==> config.mk <==
export PLATFORM = sky130hd
export DESIGN_NAME = pipe_add_unit
export DESIGN_NICKNAME = d
export VERILOG_FILES = /design/src/rtl/pipe_add_pkg.sv /design/src/rtl/pipe_add_seg.sv /design/src/rtl/pipe_add_unit.sv
export SDC_FILE = /design/constraint.sdc
export NUM_CORES = 1
export LEC_CHECK = 0
export CAP_MARGIN = 25
export CORE_ASPECT_RATIO = 1.2
export CORE_MARGIN = 1
export CORE_UTILIZATION = 53
export DETAILED_ROUTE_END_ITERATION = 7
export HOLD_SLACK_MARGIN = 0.08
export PLACE_DENSITY = 0.8
export SYNTH_ARGS = -nofsm -noshare
export SYNTH_HDL_FRONTEND = slang
export SYNTH_SLANG_ARGS = --single-unit
export TNS_END_PERCENT = 50
==> constraint.sdc <==
create_clock -name clk -period 10.7 [get_ports clk]
set_input_delay 3.21 -clock clk [delete_from_list [all_inputs] [get_ports clk]]
set_output_delay 3.21 -clock clk [all_outputs]
set_load 0.02 [all_outputs]
==> src/rtl/pipe_add_pkg.sv <==
// Shared definitions for the pipelined add/subtract/accumulate unit:
// operation encodings and an elaboration-time parameter sanity check.
package pipe_add_pkg;

  typedef enum logic [1:0] {
    OP_ADD = 2'b00,
    OP_SUB = 2'b01,
    OP_ACC = 2'b10,
    OP_LDA = 2'b11
  } op_e;

  // True when the parameter set is legal: the result must hold the full
  // WIDTH+1 bit sum, and the operand must split evenly into segments.
  function automatic bit params_ok(input int width, input int out_width, input int segs);
    return (segs > 0) && (width > 0) && (out_width >= width + 1) && ((width % segs) == 0);
  endfunction

endpackage

==> src/rtl/pipe_add_seg.sv <==
// Combinational SEG_W-bit ripple-carry adder segment with carry in/out.
module pipe_add_seg #(
  parameter int SEG_W = 8
) (
  input  logic [SEG_W-1:0] a,
  input  logic [SEG_W-1:0] b,
  input  logic             cin,
  output logic [SEG_W-1:0] sum,
  output logic             cout
);

  logic carry;

  // Bit-serial ripple through the segment.
  always_comb begin
    sum   = '0;
    carry = cin;
    for (int i = 0; i < SEG_W; i++) begin
      sum[i] = a[i] ^ b[i] ^ carry;
      carry  = (a[i] & b[i]) | (carry & (a[i] ^ b[i]));
    end
    cout = carry;
  end

endmodule

==> src/rtl/pipe_add_unit.sv <==
// Pipelined add/subtract/accumulate unit. The WIDTH-bit add is cut into
// SEGS ripple segments, one register stage each, with the carry registered
// between stages. A final stage applies the op, updates the accumulator
// and registers Result. A single global enable stalls the whole pipe.
module pipe_add_unit
  import pipe_add_pkg::*;
#(
  parameter int WIDTH     = 32,
  parameter int OUT_WIDTH = 40,
  parameter int SEGS      = 4
) (
  input  logic                 clk,
  input  logic                 RST,
  input  logic                 in_valid,
  output logic                 in_ready,
  input  logic [WIDTH-1:0]     A,
  input  logic [WIDTH-1:0]     B,
  input  logic [1:0]           Op,
  output logic                 out_valid,
  input  logic                 out_ready,
  output logic [OUT_WIDTH-1:0] Result,
  output logic                 out_ovf
);

  localparam int SEG_W = WIDTH / SEGS;
  localparam int EXT_W = OUT_WIDTH - WIDTH;

  if (!params_ok(WIDTH, OUT_WIDTH, SEGS)) begin : g_param_err
    $error("pipe_add_unit: need OUT_WIDTH >= WIDTH+1 and WIDTH divisible by SEGS");
  end

  // Stage s (0..SEGS) holds the operands, the partial sum with the lower
  // s segments filled in, and the carry into segment s.
  logic [WIDTH-1:0] a_q   [0:SEGS];
  logic [WIDTH-1:0] b_q   [0:SEGS];
  logic [WIDTH-1:0] sum_q [0:SEGS];
  logic [WIDTH-1:0] sum_nxt [1:SEGS];
  op_e              op_q  [0:SEGS];
  logic [SEGS:0]    cy_q;
  logic [SEGS:0]    vld_q;

  logic [SEGS-1:0][SEG_W-1:0] seg_sum;
  logic [SEGS-1:0]            seg_cout;

  logic                 en;
  logic [OUT_WIDTH-1:0] acc_q;
  logic [OUT_WIDTH-1:0] sum_ext;
  logic [OUT_WIDTH:0]   acc_sum;
  op_e                  op_in;

  // Whole pipe advances whenever the output register is free or draining.
  assign en       = !out_valid || out_ready;
  assign in_ready = en;
  assign op_in    = op_e'(Op);

  for (genvar k = 0; k < SEGS; k++) begin : g_seg
    pipe_add_seg #(
      .SEG_W(SEG_W)
    ) u_seg (
      .a   (a_q[k][k*SEG_W +: SEG_W]),
      .b   (b_q[k][k*SEG_W +: SEG_W]),
      .cin (cy_q[k]),
      .sum (seg_sum[k]),
      .cout(seg_cout[k])
    );
  end

  // Merge each segment's fresh sum bits into the partial sum passed down.
  always_comb begin
    for (int k = 1; k <= SEGS; k++) begin
      sum_nxt[k] = sum_q[k-1];
      sum_nxt[k][(k-1)*SEG_W +: SEG_W] = seg_sum[k-1];
    end
  end

  // Operand capture and segment pipeline registers.
  always_ff @(posedge clk) begin
    if (RST) begin
      for (int s = 0; s <= SEGS; s++) begin
        a_q[s]   <= '0;
        b_q[s]   <= '0;
        sum_q[s] <= '0;
        op_q[s]  <= OP_ADD;
      end
      cy_q  <= '0;
      vld_q <= '0;
    end else if (en) begin
      // Subtraction is A + ~B + 1; the +1 rides in as the first carry.
      a_q[0]   <= A;
      b_q[0]   <= (op_in == OP_SUB) ? ~B : B;
      sum_q[0] <= '0;
      op_q[0]  <= op_in;
      cy_q[0]  <= (op_in == OP_SUB);
      vld_q[0] <= in_valid;
      for (int s = 1; s <= SEGS; s++) begin
        a_q[s]   <= a_q[s-1];
        b_q[s]   <= b_q[s-1];
        sum_q[s] <= sum_nxt[s];
        op_q[s]  <= op_q[s-1];
        cy_q[s]  <= seg_cout[s-1];
        vld_q[s] <= vld_q[s-1];
      end
    end
  end

  // Extend the finished sum: signed for SUB (negative iff no carry out),
  // zero-extended otherwise; also form the wide accumulate sum.
  always_comb begin
    sum_ext = '0;
    if (op_q[SEGS] == OP_SUB) begin
      sum_ext = {{EXT_W{~cy_q[SEGS]}}, sum_q[SEGS]};
    end else begin
      sum_ext[WIDTH:0] = {cy_q[SEGS], sum_q[SEGS]};
    end
    acc_sum = {1'b0, acc_q} + {1'b0, sum_ext};
  end

  // Final stage: apply the op, update the accumulator, register the result.
  always_ff @(posedge clk) begin
    if (RST) begin
      out_valid <= 1'b0;
      Result    <= '0;
      out_ovf   <= 1'b0;
      acc_q     <= '0;
    end else if (en) begin
      out_valid <= vld_q[SEGS];
      if (vld_q[SEGS]) begin
        case (op_q[SEGS])
          OP_ADD, OP_SUB: begin
            Result  <= sum_ext;
            out_ovf <= 1'b0;
          end
          OP_LDA: begin
            acc_q   <= sum_ext;
            Result  <= sum_ext;
            out_ovf <= 1'b0;
          end
          OP_ACC: begin
            acc_q   <= acc_sum[OUT_WIDTH-1:0];
            Result  <= acc_sum[OUT_WIDTH-1:0];
            out_ovf <= acc_sum[OUT_WIDTH];
          end
          default: begin
            Result  <= sum_ext;
            out_ovf <= 1'b0;
          end
        endcase
      end
    end
  end

endmodule

==> impl_metrics.toml <==
[global_routing]
grt_pass1_vias = 9766
grt_max_degree = 128
grt_pass1_wl_um = 48700
grt_util_met3_pct = 2.343
groute.usage.overall_pct = 19.56
antenna_found_initial = 0
grtUsageMet1_pct = 24.98
grt_use_met2_pct = 34.55
busiest_layer = "met2"
grt-ovfl-total = 0

[die]
design.die.area_um2 = 31080
die_h_um = 192.9
coreArea_um2 = 29780
io_pins = 113
initial_utilization_pct = 54.05
chipWidth_um = 161.1
rows = 69

[timing]
maxSlewViolCount = 0
setup_ws_ps = 2710
setup_viol = 0
fmax_ghz = 0.1252
finalHoldViolations = 0
max-slew-margin-rel_pct = 33.30
rsz0062_at_grt = "false"
totalNegativeSetupSlack_ps = 0
period_minus_slack_ps = 7990
period_share_pct = 74.68
clock_skew_ps = 14.01
max_slew.worst_pin.slew_ps = 1000

[power_and_ir_drop]
vdd_drop_max_mv = 0.1142
p_leak_nw = 7.305
p_per_area_nw_per_um2 = 151.4

[layout]
final_layout_size_suffix_gt1_share_pct = 6.514
syn_to_final_growth_pct = 15.59
finalNetCount = 1607
antenna_cells = 0

[cts]
cts_sinks = 342
clk_pin_slew_worst_paths_ps = 60
clkLatencyLatePin_ps = 520
cts_buffer_depth = 3
clock-root-buffer = "clkbuf_16"
post_cts_resized = 0
tritoncts = "yes"
post_cts_buffers = 0
hold_buffers = 0
htree_levels = 2
cts_inserted_buffers = 35

[place]
pre_cts_slack_ps = 2697
io_buffers = 112
place_congestion = 0.8740
hpwl_um = 19350

[drt]
drt_wl_total_um = 29780
drtIter0Drc = 621
detail-route-antenna-nets = 0
vias = 10082
drc = 0
wire_per_inst_um = 15.85
avgViaCountPerCell = 5.366
first_pass_iters = 5

[yosys]
yosysTopAreaCell = "edfxtp_1"
avgSynthCellArea_um2 = 11.64
synth_edf_count = 250
synthesis.area_um2 = 16100
ys_seq_area_share_pct = 58.08
ys_types = 72
synthTopCellsByArea = "edfxtp_1 47%, dfxtp_1 11%, and2_1 8.3%, fa_1 4.1%, nor2_1 3.8%"
yosysWarnings = 0
synth_top_area_share_pct = 46.63
postSynthCellCount = 1383
dominantRegCellSynth = "edfxtp_1"
synth_nets = 1527
ys_ff_latch = 342
ys_async_sr_fraction_pct = 0

[worst_hold_path]
min_path_type = "flip-flop to flip-flop"

[setup_path]
cp-start-kind = "input port"
reg2reg_slack_ps = 6810
worstPathRequired_ps = 7490
crit_path_end_kind = "primary output"
arrival_ps = 4780
critPathKind = "input port to primary output"
cp_max_fo = 6

[status]
outcome = "finished clean"

[run]
drv_cap = 0
==> final cells by class <==
class	instances	area, um^2
multi-input combinational	912	6228
fill	2300	11180
timing repair buffer	126	1241
sequential	342	9349
tap	390	488.0
clock inverter	16	176.4
clock buffer	47	952.2
inverter	46	172.7
==> per-stage QoR <==
step	total power [mW]	instances	cell area [um^2]	utilization [%]	hold slack, ps
2_1_floorplan	1.592	1383	16100	-	432.1
3_3_place_gp	1.640	1814	17440	58.57	438.1
3_5_place_dp	1.648	1815	17450	58.59	448.9
4_1_cts	2.842	1878	18580	62.38	456.9
5_1_grt	2.909	1879	18610	62.47	481.6
6_report	2.817	1879	18610	62.47	455.2
==> cell usage in the layout, fill, tap and decap left out, drive strengths merged, types with 41 or more instances in the layout <==
cell type        n
a21oi           67
edfxtp         250
ha              41
o21ai           42
clkbuf          47
nand2           56
inv             47
and2           213
xnor2           51
clkdlybuf4s50  111
a211oi          48
dfxtp           92
nor2           164
==> worst max-delay path, stage by stage <==
cell and delay (ps):
clkdlybuf4s50_1 400, nor2b_1 290, buf_4 270, inv_2 70, clkdlybuf4s50_1 540
==> state kept, by name, indices dropped and copies added (netlist names) <==
name and flops:
vld_q 5, b_q 80, out_ovf 1, op_q 10
acc_q 40, a_q 80, cy_q 5, out_valid 1
sum_q 80, Result 40
==> where the power goes <==
group          total [mW]  leakage (nW)  switching (mW)  internal [mW]
combinational       0.133          3.02          0.0656         0.0672
sequential           1.49          3.73          0.0170           1.47
clock                1.20         0.549           0.495          0.703
total                2.82          7.30           0.577           2.24
==> metal layers <==
layer / vias up / share of wire [%]
li1: 5018 / -
met1: 4791 / 43
met2: 221 / 51
met3: 52 / 3.7
met4: 0 / 2.4
met5: - / 0
==> logic make-up (layout without fill, tap and decap cells) <==
group           after synthesis  in the layout  share of synthesized area (%)
compound gates              241            241                          10.24
xor+xnor                     59             59                          3.210
fa+ha+maj                    74             74                          7.290
buf+inv                     129            235                          3.404
flops                       342            342                          58.08
mux                          10             10                         0.6529
simple gates                528            528                          17.12
==> synth_stat cells (all sizes together), types with 9 or more instances <==
master,number
and2,213
a21o,16
a21oi,67
a211oi,48
nor3,25
nand2,56
xnor2,51
mux2i,9
inv,46
nor4,13
clkbuf,68
edfxtp,250
dfxtp,92
o21ai,42
nand4,13
buf,15
nand3,14
nor2,164
ha,41
fa,33
a31oi,9
==> final timing paths <==
check	endpoint	cells after the start	start
setup reg to reg	sum_q[0][119]	12	b_q[0][80]
hold / removal	vld_q[3]	2	vld_q[3]
setup / recovery	in_ready	5	out_ready
hold reg to reg	vld_q[3]	2	vld_q[3]
Note: power is estimated with default switching activity, not from simulation.
